==> src/rtl/arb_pkg.sv <==
// Shared widths, FSM encoding and requester indices for the RAM arbiter.
package arb_pkg;

    localparam int ADDR_W = 8;
    localparam int DATA_W = 16;

    typedef enum logic [1:0] {
        IDLE  = 2'd0,
        ISSUE = 2'd1,
        WAIT  = 2'd2
    } arb_state_t;

    localparam logic REQ_CPU  = 1'b0;
    localparam logic REQ_HOST = 1'b1;

endpackage

==> src/rtl/rr_pick2.sv <==
// Combinational two-way round-robin picker.
// A single request always wins; on a tie the side that did not go last wins.
module rr_pick2
    import arb_pkg::*;
(
    input  logic [1:0] req,
    input  logic       last,
    output logic       valid,
    output logic       winner
);

    assign valid  = |req;
    assign winner = (&req) ? ~last : req[REQ_HOST];

endmodule

==> src/rtl/mem_arbiter.sv <==
// Shares one synchronous single-port RAM between the CPU and the host port.
// Each access takes an ISSUE cycle (grant) and a WAIT cycle (done + read data).
module mem_arbiter
    import arb_pkg::*;
#(
    parameter int ADDR_W = arb_pkg::ADDR_W,
    parameter int DATA_W = arb_pkg::DATA_W
)
(
    input  logic              clk,
    input  logic              rst,
    input  logic              cpu_req,
    input  logic              cpu_we,
    input  logic [ADDR_W-1:0] cpu_addr,
    input  logic [DATA_W-1:0] cpu_wdata,
    output logic              cpu_gnt,
    output logic              cpu_done,
    output logic [DATA_W-1:0] cpu_rdata,
    input  logic              host_req,
    input  logic              host_we,
    input  logic [ADDR_W-1:0] host_addr,
    input  logic [DATA_W-1:0] host_wdata,
    output logic              host_gnt,
    output logic              host_done,
    output logic [DATA_W-1:0] host_rdata,
    output logic [ADDR_W-1:0] ram_addr,
    output logic              ram_we,
    output logic [DATA_W-1:0] ram_wdata,
    input  logic [DATA_W-1:0] ram_rdata
);

    arb_state_t        r_state;
    logic              r_owner;
    logic              r_last;
    logic              r_we;
    logic [ADDR_W-1:0] r_addr;
    logic [DATA_W-1:0] r_wdata;

    logic w_valid;
    logic w_winner;
    logic w_issue;
    logic w_wait;

    rr_pick2 u_pick (
        .req    ({host_req, cpu_req}),
        .last   (r_last),
        .valid  (w_valid),
        .winner (w_winner)
    );

    // WAIT arbitrates exactly like IDLE, which gives the two-cycle back-to-back rate.
    always_ff @(posedge clk or posedge rst) begin
        if (rst) begin
            r_state <= IDLE;
            r_owner <= REQ_CPU;
            r_last  <= REQ_HOST;
            r_we    <= 1'b0;
            r_addr  <= '0;
            r_wdata <= '0;
        end else begin
            case (r_state)
                ISSUE: begin
                    r_state <= WAIT;
                    r_last  <= r_owner;
                end
                IDLE, WAIT: begin
                    if (w_valid) begin
                        r_state <= ISSUE;
                        r_owner <= w_winner;
                        r_we    <= w_winner ? host_we    : cpu_we;
                        r_addr  <= w_winner ? host_addr  : cpu_addr;
                        r_wdata <= w_winner ? host_wdata : cpu_wdata;
                    end else begin
                        r_state <= IDLE;
                    end
                end
                default: r_state <= IDLE;
            endcase
        end
    end

    assign w_issue = (r_state == ISSUE);
    assign w_wait  = (r_state == WAIT);

    assign cpu_gnt   = w_issue && (r_owner == REQ_CPU);
    assign host_gnt  = w_issue && (r_owner == REQ_HOST);
    assign cpu_done  = w_wait && (r_owner == REQ_CPU);
    assign host_done = w_wait && (r_owner == REQ_HOST);

    // Read data is only passed through during the owner's WAIT of a read.
    assign cpu_rdata  = (cpu_done && !r_we)  ? ram_rdata : '0;
    assign host_rdata = (host_done && !r_we) ? ram_rdata : '0;

    assign ram_we    = w_issue && r_we;
    assign ram_addr  = r_addr;
    assign ram_wdata = r_wdata;

endmodule

==> config.mk <==
export PLATFORM = sky130hd
export DESIGN_NAME = mem_arbiter
export DESIGN_NICKNAME = d
export VERILOG_FILES = /design/src/rtl/arb_pkg.sv /design/src/rtl/rr_pick2.sv /design/src/rtl/mem_arbiter.sv
export SDC_FILE = /design/constraint.sdc
export NUM_CORES = 1
export LEC_CHECK = 0
export CAP_MARGIN = 15
export CORE_UTILIZATION = 34
export DETAILED_ROUTE_END_ITERATION = 8
export GPL_ROUTABILITY_DRIVEN = 1
export HOLD_SLACK_MARGIN = 0.15
export PLACE_DENSITY = 0.93
export SYNTH_ARGS = -nofsm -noshare
export SYNTH_HDL_FRONTEND = slang
export SYNTH_SLANG_ARGS = --single-unit
==> constraint.sdc <==
create_clock -name clk -period 1.63 [get_ports clk]
set_input_delay 0.326 -clock clk [delete_from_list [all_inputs] [get_ports clk]]
set_output_delay 0.326 -clock clk [all_outputs]
set_load 0.05 [all_outputs]
* Yosys cells after proc, flatten, opt, wreduce, memory -nomap -nowiden
Index checks and enable logic that the tools add are counted.
W data, S select, Z words.
** Operators by class
- Bitwise operators :: 2
- Multiplexer cells :: 8
- Reductions and logical operators :: 13
- Eq/ne operators :: 2
** Operators by type and width (number)
- $mux W16 :: 3
- $mux W8 :: 1
- $logic_and A1 B1 Y1 :: 7
- $pmux W2 S2 :: 1
- $reduce_and A2 Y1 :: 2
- $reduce_or A2 Y1 :: 2
- $mux W1 :: 3
- $eq A2 B1 Y1 const B :: 1
- $eq A2 B2 Y1 const B :: 1
- $logic_not A2 Y1 :: 1
- $not A1 Y1 :: 2
- $logic_not A1 Y1 :: 1
** Word-level totals
- Logic and storage cells :: 31
- Register bits after elaboration :: 29

* Logic depth before layout (Yosys ltp)
Gate-level depths: netlist of the first run.
- Word-level depth :: 4
- Gate-level depth with buffers :: 5
- Mapped depth without buffers :: 3

* Hierarchy
From an unflattened synthesis of the first run, not the netlist that was laid out.
** Unflattened totals
- Cells, all modules :: 133
- Area total of the unflattened synthesis :: 1853.0 sq um
** By module, submodules not included
- mem_arbiter :: times used 1, cells an instance 131, area each 1839.3 sq um, seq. area each 726.9 sq um
- rr_pick2 :: times used 1, cells an instance 2, area each 13.8 sq um, seq. area each 0.0 sq um

* Worst setup path after synthesis of the first run
Ideal clock, no wire load.
- Kind :: register to output
- From :: reg r_owner
- To :: out cpu_rdata[10]
- Arrival time :: 1.951 ns
- Path buffers :: 1
- Required time :: 1.304 ns
- Setup slack :: -0.647 ns
- Cell stages (with the launch flop) :: 5
- Cells stage by stage :: dfrtp_1 > nor3b_2 > and2b_2 > buf_6 > and2_1
** Between the ends
- Longest elaborated chain between the ends :: 4
** RTL lines
- from (decl) :: line mem_arbiter.sv:33 : logic r_owner;
- from (signal assigned) :: line mem_arbiter.sv:69 : r_owner <= w_winner;
- $not A1 Y1 :: line mem_arbiter.sv:87 : assign cpu_done = w_wait && (r_owner == REQ_CPU);
- $logic_and A1 B1 Y1 :: line mem_arbiter.sv:87
- named net cpu_done :: line mem_arbiter.sv:17 : output logic cpu_done,
- $logic_and A1 B1 Y1 :: line mem_arbiter.sv:91 : assign cpu_rdata = (cpu_done && !r_we) ? ram_rdata : '0;
- $mux W16 :: line mem_arbiter.sv:91
- to (decl) :: line mem_arbiter.sv:18 : output logic [DATA_W-1:0] cpu_rdata,
The timed path passes the listed nets, and every way through them passes these cells.

* Worst setup path after layout of the first run
- From :: reg r_owner
- To :: out cpu_rdata[8]
** Between the ends
- Longest elaborated chain between the ends :: 4
** RTL lines (line)
- $not A1 Y1 :: mem_arbiter.sv:87
- $logic_and A1 B1 Y1 :: mem_arbiter.sv:87
- $logic_and A1 B1 Y1 :: mem_arbiter.sv:91
- $mux W16 :: mem_arbiter.sv:91
No other way between the ends.

==> flow_summary.toml, run 1 <==
[setup_path]
worstReg2RegStart = "r_state[0]"
start_kind = "flop"
crit_required_ns = 1.30
rrSetupSlack_ns = 0.16
cp_top_family = "simple AND/OR/NAND/NOR gates"
critPathSlowestCell = "dfrtp_1"
crit_path_cell_trace = "nor3b_4, and2b_2, and2_4, buf_12"
path_buf_inv = 1
arrival_ns = 1.56
critical-path-max-stage-delay_ns = 0.41
cp_max_fo = 8
crit_path_end = "cpu_rdata[8]"
startpoint = "r_owner"
worst_r2r_endpoint = "ram_addr[3]"
end_kind = "primary output"
r2r_cells = 6
crit_type = "reg -> out"
worst-path-stages = 4

[route]
drc_errors = 0
drt-total-wl_microns = 5550
drt-initial-drc-count = 94
dr.pass1.iters = 4
viasPerCell = 4.67
ant_nets = 0
wl_per_cell_microns = 14.1
num_vias = 1843

[die]
initial_core_util_pct = 35.7
io_pins = 131
die_h_microns = 72.9
coreArea_sq_um = 4790
die_area_sq_um = 5320
placementRows = 25
die_x_microns = 72.9

[global_route]
grt_pass1_wl_microns = 8710
grt_max_degree = 33
grt_use_total_pct = 21.5
grt-ovfl-total = 0
grt_pass1_vias = 1815
antenna_found_initial = 0

[clock_network]
clockBufferDepth = 2
cts.sinks = 29
path_clk_slew_ns = 0.06
cts_root_buf = "clkbuf_8"
cts-hold-fix-buffers = 0
numCtsBuffers = 5
htreeDepth = 2
cts_tree = "yes"
insertion_delay_ns = 0.26

[placement]
dpl_cell_area_sq_um = 3490
dpl.hpwl_microns = 4370
gp_congestion = 0.651
dp_cells = 384
portBuffers = 130

[timing]
hold_viol = 0
tns_ns = -7.47
post-route-period-util_pct = 116
rsz0062_at_grt = "yes"
slew_violations = 0
setup_viol = 35
fin_crit_ns = 1.89
tightest_slew_ns = 0.369
fmax_mhz = 530
hold_slack_ns = 0.428
slew_headroom_pct = 75.4
finClkSkew_ns = 0.00514
fin_ws_ns = -0.255

[synth]
synth_area_leaders = "dfrtp_1 41%, and2_1 13%, a31oi_1 7.7%, nand2_2 6.9%, nand2_1 6.8%"
ys_async_sr_fraction_pct = 100
ys.flop_type = "dfrtp_1"
synthesis.area_sq_um = 1710
synth_top_area_share_pct = 41.0
yosysTopAreaCell = "dfrtp_1"
synth_cell_type_count = 23
synth-seq-cells = 29
seq_area_frac_synth_pct = 42.5
synth_enable_flop_cells = 0
yosysWarnings = 0
syn_area_per_cell_sq_um = 9.05
synth.most_common_cell = "and2_1"
synthesis.nets = 259
syn_inst = 189
yosys-top-cells-count = "35 x and2_1, 31 x nand2_1, 28 x dfrtp_1, 25 x nor2_1, 21 x a31oi_1"

[final_layout]
drive_above_1_share_pct = 45.4
area_growth_pct = 113
multi_input_area_sq_um = 943
nNetsFinal = 398
nFillCells = 316
final_area_sq_um = 3640
diodes = 0
seqCellArea_sq_um = 727
final-instance-count-excl-fill = 395

[power]
p_leak_nw = 1.57
total_power_w = 0.00353
p_per_area_nw_per_um2 = 969
ir_drop_v = 0.000728

[job]
cap_violations = 0

[run_status]
violations = "setup timing"
status = "finished, violations left"

[worst_hold_path]
hp-class = "in -> async"
==> layout by cell type (no fill, tap or decap) <==
master and count:
nor2_1 25, inv_1 2, nor3b_4 1, o22ai_1 1, a21bo_1 1, nand2_2 19
dfstp_2 1, a21boi_4 1, a31oi_1 21, nor2b_4 1, and2_4 35, buf_4 31
buf_12 43, clkdlybuf4s50_1 69, a31oi_2 4, nand2_1 31, o21ba_2 1, and3b_2 1
mux2_2 1, and2b_4 1, clkbuf_1 1, buf_6 1, dfrtp_1 28, clkbuf_8 6
and2b_2 2
==> timing repair <==
action                                  4_1_cts  5_1_grt
resized for setup                            14        1
endpoints found under the setup margin       35       36
setup buffers                                 4        2
gates cloned                                  1        0
pin swaps                                     6        8
==> registers in the layout, indices dropped and copies added (netlist names) <==
register,count
r_last,1
ram_wdata,16
r_state,2
r_owner,1
ram_addr,8
r_we,1
==> worst min-delay path by stage <==
stage / depth (start not counted) / endpoint / from / slack (ns)
2_1_floorplan: 1 / r_owner / rst / 0.40
3_3_place_gp: 2 / ram_wdata[14] / ram_wdata[14] / 0.53
3_5_place_dp: 2 / ram_wdata[11] / ram_wdata[11] / 0.55
4_1_cts: 3 / ram_addr[6] / rst / 0.44
5_1_grt: 3 / ram_addr[4] / rst / 0.47
6_report: 3 / ram_addr[4] / rst / 0.43
==> stage by stage <==
step / util [%] / worst slack [ns]
after CTS: 76.4 / -0.217
after detailed placement: 73.0 / -0.0429
after global placement: 73.0 / 0.00423
after floorplan: - / -0.265
after global routing: 76.1 / -0.335
final: 76.1 / -0.255
==> per-layer routing <==
| layer | GRT usage (%) | share of wire, % |
|---|---|---|
| met1 | 24.1 | 39 |
| met2 | 40.0 | 53 |
| met3 | 6.22 | 7.4 |
| met4 | 4.58 | 0.83 |
| met5 | 0 | 0 |
==> area by class of cell <==
cell class | count | share of cell area [%]
timing repair buffer | 144 | 49.3
sequential | 29 | 20.0
tap | 67 | 2.30
multi-input combinational | 146 | 25.9
clock buffer | 7 | 2.37
inverter | 2 | 0.206
==> kinds of logic after synthesis <==
logic type | after synthesis | synth area share (%)
DFF | 29 | 42.5
buffers and inverters | 15 | 8.56
AOI/OAI and AO/OA | 29 | 13.2
muxes | 1 | 0.658
and+or+nand+nor | 115 | 35.0
==> power breakdown <==
part           internal (W)  total [W]  switching (W)
Sequential         0.000902    0.00102       0.000120
Clock              0.000334   0.000569       0.000235
Combinational      0.000817    0.00194        0.00112
Total               0.00205    0.00353        0.00148
==> tightest hold or removal path, cell delays in order <==
cell	delay [ns]
clkdlybuf4s50_1	0.39
inv_1	0.05
buf_4	0.33
(Power assumes the default switching activity.)
==> run 2, diff against run 1 <==
--- a/config.mk
+++ b/config.mk
@@ -8,7 +8,7 @@
 export CAP_MARGIN = 15
 export CORE_UTILIZATION = 34
 export DETAILED_ROUTE_END_ITERATION = 8
-export GPL_ROUTABILITY_DRIVEN = 1
+export GPL_ROUTABILITY_DRIVEN = 0
 export HOLD_SLACK_MARGIN = 0.15
 export PLACE_DENSITY = 0.93
 export SYNTH_ARGS = -nofsm -noshare
==> results of run 2 <==
Same layout as run 1: the final DEF is identical, and so are final timing and power.
==> edit 1, RTL diff (settings of run 2) <==
Make the reset (`rst`) synchronous in one clocked block.
--- a/src/rtl/mem_arbiter.sv
+++ b/src/rtl/mem_arbiter.sv
@@ -49,7 +49,7 @@
     );
 
     // WAIT arbitrates exactly like IDLE, which gives the two-cycle back-to-back rate.
-    always_ff @(posedge clk or posedge rst) begin
+    always_ff @(posedge clk) begin
         if (rst) begin
             r_state <= IDLE;
             r_owner <= REQ_CPU;
Function: differs if rst is asserted again (counterexample within 4 cycles, from zero or initial values and one cycle with rst high); with rst held inactive, the same outputs for 10 cycles.
==> edit 1 against run 2 <==
- the run still ends with setup timing left
- final cell count fell by 1.3%
- design area fell by 0.27%
- power fell by 29%
- combinational power fell by 47%
- routed wire length rose by 11%
- sequential cell count did not move
- utilization rose by 1.3 points
- area after synthesis fell by 3.2%
- die area fell by 3.1%
- highest routed layer unchanged
- setup slack improved by 140 ps
==> edit 1: results (changes against run 2) <==
Status - complete, but fails checks
Violated checks - setup timing
Util after Layout - 0.774 (+0.0131)
DR WL met2 - 3350 um (+14%)
Mapped Cells - 194 (+2.6%)
Comb power - 1020 uW (-47%)
Layout cells sized above 1 - 0.458 (+0.00407)
Register area share after synthesis - 0.351 (-0.0743)
Setup TNS - -3160 ps (+4310 ps)
Net count, final - 405 (+1.8%)
Worst path slowest cell - dfxtp_2
Worst Setup EP - cpu_rdata[9]
Pleak - 0.00154 uW (-1.5%)
Reg2Reg Capture Point - ram_wdata[0]$_SDFFE_PP0P_
Met3 Routed Length - 455 um (+10%)
Postcts setup bufs - 1 (-3)
Post_cts resized - 15 (+1)
Main area contributors after synthesis - dfxtp_1 (35%), a211oi_2 (15%), and2_1 (13%), a21oi_1 (7.0%), nor2_1 (6.6%)
First-pass GRT wire length - 10,200 um (+17%)
Fillers - 299 (-5.4%)
CP startpoint - r_owner$_SDFFE_PP0P_
Worst min path class - flip-flop to flip-flop
Drt via density - 5.05 (+8.3%)
R2R cell count - 5 (-1)
TritonRoute pass-1 iters - 4 (unchanged)
Hpwl dp - 4800 um (+9.9%)
Gr usage total - 0.256 (+0.0414)
GRT met2 Usage - 0.494 (+0.0939)
Final Instance Count excl. Fillers - 390 (-1.3%)
Number of diodes - 0 (unchanged)
Cell count after placement - 379 (-1.3%)
Crit path DAT - 1420 ps (-140 ps)
Commonest cells in the netlist - and2_1 (34), dfxtp_1 (29), nor2_1 (29), nand2_1 (25), a21oi_1 (23)
Seq pwr - 828 uW (-19%)
Rel. slew slack - 0.797 (+0.0427)
Switching share of power - 0.348 (-0.0711)
Distinct cells, synth - 25 (+8.7%)
Critical R2R Launch - r_state[0]$_SDFF_PP0_
Final WS setup - -114 ps (+141 ps)
Synth async-reset ratio - 0 (-1.00)
Latest clock arrival within the worst-skew pair - 280 ps (+20 ps)
Post-place instance area - 3480 um2 (-0.39%)
Largest net degree at the start of global routing - 22 (-33%)
Peak supply drop - 0.551 mV (-24%)
Clock skew - 5.87 ps (+0.729 ps)
Routed length on met1 - 2290 um (+7.0%)
F_max - 0.573 GHz (+8.1%)
Number of DRC markers in iteration 0 - 74 (-21%)
R2r setup slk - 330 ps (+170 ps)
Vias in the first global route - 2,080 (+15%)
Met1 Track Usage GR - 0.280 (+0.0380)
Met3 Use GR - 0.0563 (-0.00590)
Fraction of the mapped netlist area in compound gates - 0.299 (+0.167)
Setup violations, final - 32 (-8.6%)
Largest stage delay on the critical path - 340 ps (-70 ps)
Final WL - 6150 um (+11%)
-- edit 1: how the worst min path moves through the flow --
stage | start | endpoint | slack, ps | cells after the start
global placement | ram_wdata[1]$_SDFFE_PP0P_ | ram_wdata[1]$_SDFFE_PP0P_ | 490 | 2
CTS | ram_wdata[4]$_SDFFE_PP0P_ | ram_wdata[4]$_SDFFE_PP0P_ | 510 | 2
global route | ram_wdata[4]$_SDFFE_PP0P_ | ram_wdata[4]$_SDFFE_PP0P_ | 550 | 2
finish | ram_wdata[1]$_SDFFE_PP0P_ | ram_wdata[1]$_SDFFE_PP0P_ | 510 | 2
detailed placement | ram_wdata[4]$_SDFFE_PP0P_ | ram_wdata[4]$_SDFFE_PP0P_ | 500 | 2
floorplan | cpu_wdata[0] | ram_wdata[0]$_SDFFE_PP0P_ | 470 | 2
-- edit 1: final cells by class --
cell class,instances,area share
Tap cell,54,0.0186
Multi-Input combinational cell,152,0.296
Clock inverter,1,0.00138
Timing Repair Buffer,147,0.496
Clock buffer,7,0.0265
Sequential cell,29,0.162
==> edit 2, RTL diff (flow settings as in run 2) <==
Without the edit above. The package constant `ADDR_W` goes from 8 to 6.
--- a/src/rtl/arb_pkg.sv
+++ b/src/rtl/arb_pkg.sv
@@ -1,7 +1,7 @@
 // Shared widths, FSM encoding and requester indices for the RAM arbiter.
 package arb_pkg;
 
-    localparam int ADDR_W = 8;
+    localparam int ADDR_W = 6;
     localparam int DATA_W = 16;
 
     typedef enum logic [1:0] {
Ports: changed (resized cpu_addr, host_addr and ram_addr); port bits go from 131 to 125. No check against the original RTL was run, so the function may have changed too.
==> edit 2 against run 2 <==
- the run still ends with setup timing left
- critical path depth unchanged
- setup slack got worse by 50 ps
- area after synthesis is 12% lower
- clock skew fell by 1.4 ps
- design area down 8.2%
- routed wire length increased by 8.9%
- sequential cell count down 2
- power is 11% lower
- largest cell class unchanged
- largest power group unchanged
- highest routed layer unchanged
==> edit 2: results (changes against run 2) <==
Dpl ws - -153 ps (-110 ps)
Clock skew - 3.75 ps (-1.39 ps)
First-pass GRT wire length - 8890 um (+2.0%)
Distinct cells, synth - 21 (-8.7%)
Final WL - 6040 um (+8.9%)
Initial antenna violation count - 0 (unchanged)
Met3 Routed Length - 559 um (+36%)
Synthesized area per cell - 8.49 um2 (-6.2%)
Largest stage delay on the critical path - 440 ps (+30 ps)
Post-place instance area - 3210 um2 (-8.0%)
Hpwl dp - 4320 um (-1.1%)
Drt via density - 4.92 (+5.5%)
Main area contributors after synthesis - dfrtp_1 (43%), and2_1 (12%), nand2_1 (11%), a31oi_1 (9.6%), nor2_1 (5.7%)
TritonCTS buffer count - 3 (-2)
Number of diodes - 0 (unchanged)
Met1 Track Usage GR - 0.276 (+0.0344)
Worst slew pin tran - 343 ps (-25.2 ps)
Vias in the first global route - 1,808 (-0.39%)
Htree depth - 1 (-1)
Fillers - 229 (-28%)
Worst path slowest cell - dfrtp_2
Status - complete, but fails checks
Violated checks - setup timing
GRT met2 Usage - 0.475 (+0.0757)
DR WL met2 - 3140 um (+6.4%)
Peak supply drop - 0.707 mV (-2.9%)
Setup violations, final - 35 (unchanged)
Worst-path clk slew - 90 ps (+30 ps)
Cell count after placement - 349 (-9.1%)
Routed length on met1 - 2240 um (+4.6%)
Postcts setup bufs - 3 (-1)
Net count, final - 377 (-5.3%)
Gr usage total - 0.262 (+0.0470)
FF/Latch Area - 679 um2 (-6.5%)
Post_cts resized - 11 (-3)
Layout cells sized above 1 - 0.403 (-0.0510)
Crit path DAT - 1610 ps (+50 ps)
Final WS setup - -306 ps (-50.1 ps)
Setup TNS - -8660 ps (-1180 ps)
Synthesized Nets - 243 (-6.2%)
Commonest cells in the netlist - nand2_1 (46), and2_1 (28), dfrtp_1 (26), a31oi_1 (23), nor2_1 (23)
Pleak - 0.00146 uW (-6.8%)
Met3 Use GR - 0.0750 (+0.0128)
Final Instance Count excl. Fillers - 360 (-8.9%)
[edit 2: changes by cell type in the layout (fill, tap and decap cells not counted), sizes merged]
| cell | run 2 | this run |
|---|---|---|
| nand2 | 50 | 46 |
| clkdlybuf4s50 | 69 | 65 |
| buf | 75 | 74 |
| dfrtp | 28 | 26 |
| a31oi | 25 | 23 |
| clkbuf | 7 | 4 |
| nor2 | 25 | 23 |
[edit 2: final timing paths]
path / from / end / slack [ps] / depth (start not counted)
worst max-delay path: r_owner$_DFFE_PP0P_ / cpu_rdata[6] / -310 / 4
worst min-delay path: rst / ram_wdata[1]$_DFFE_PP0P_ / 410 / 3
worst max register to register: r_state[0]$_DFF_PP0_ / ram_wdata[7]$_DFFE_PP0P_ / 40 / 6
worst min register to register: r_state[0]$_DFF_PP0_ / r_owner$_DFFE_PP0P_ / 540 / 1
max in group asynchronous: rst / r_last$_DFFE_PP1N_ / 920 / 3
min in group clk: r_state[0]$_DFF_PP0_ / r_owner$_DFFE_PP0P_ / 540 / 1
[edit 2: logic make-up (layout without fill, tap and decap cells)]
kind of cell / count (synthesis) / in the layout / synth area share
AND/OR/NAND/NOR: 109 / 110 / 0.358
AO/OA/AOI/OAI: 27 / 27 / 0.121
buffers and inverters: 13 / 145 / 0.0633
multiplexers: 1 / 1 / 0.00749
flip-flops: 27 / 27 / 0.450
[edit 2: where the power goes]
group          internal [uW]  leakage, uW  switching, uW  total [uW]
clock                    175    0.0000228            197         372
combinational            745      0.00113           1060        1810
sequential               841     0.000304            124         964
[edit 2: area by class of cell]
cell class                 count  share of cell area
inverter                       2             0.00225
multi-input combinational    138               0.250
timing repair buffer         139               0.513
sequential                    27               0.203
tap                           50              0.0187
clock buffer                   4              0.0135
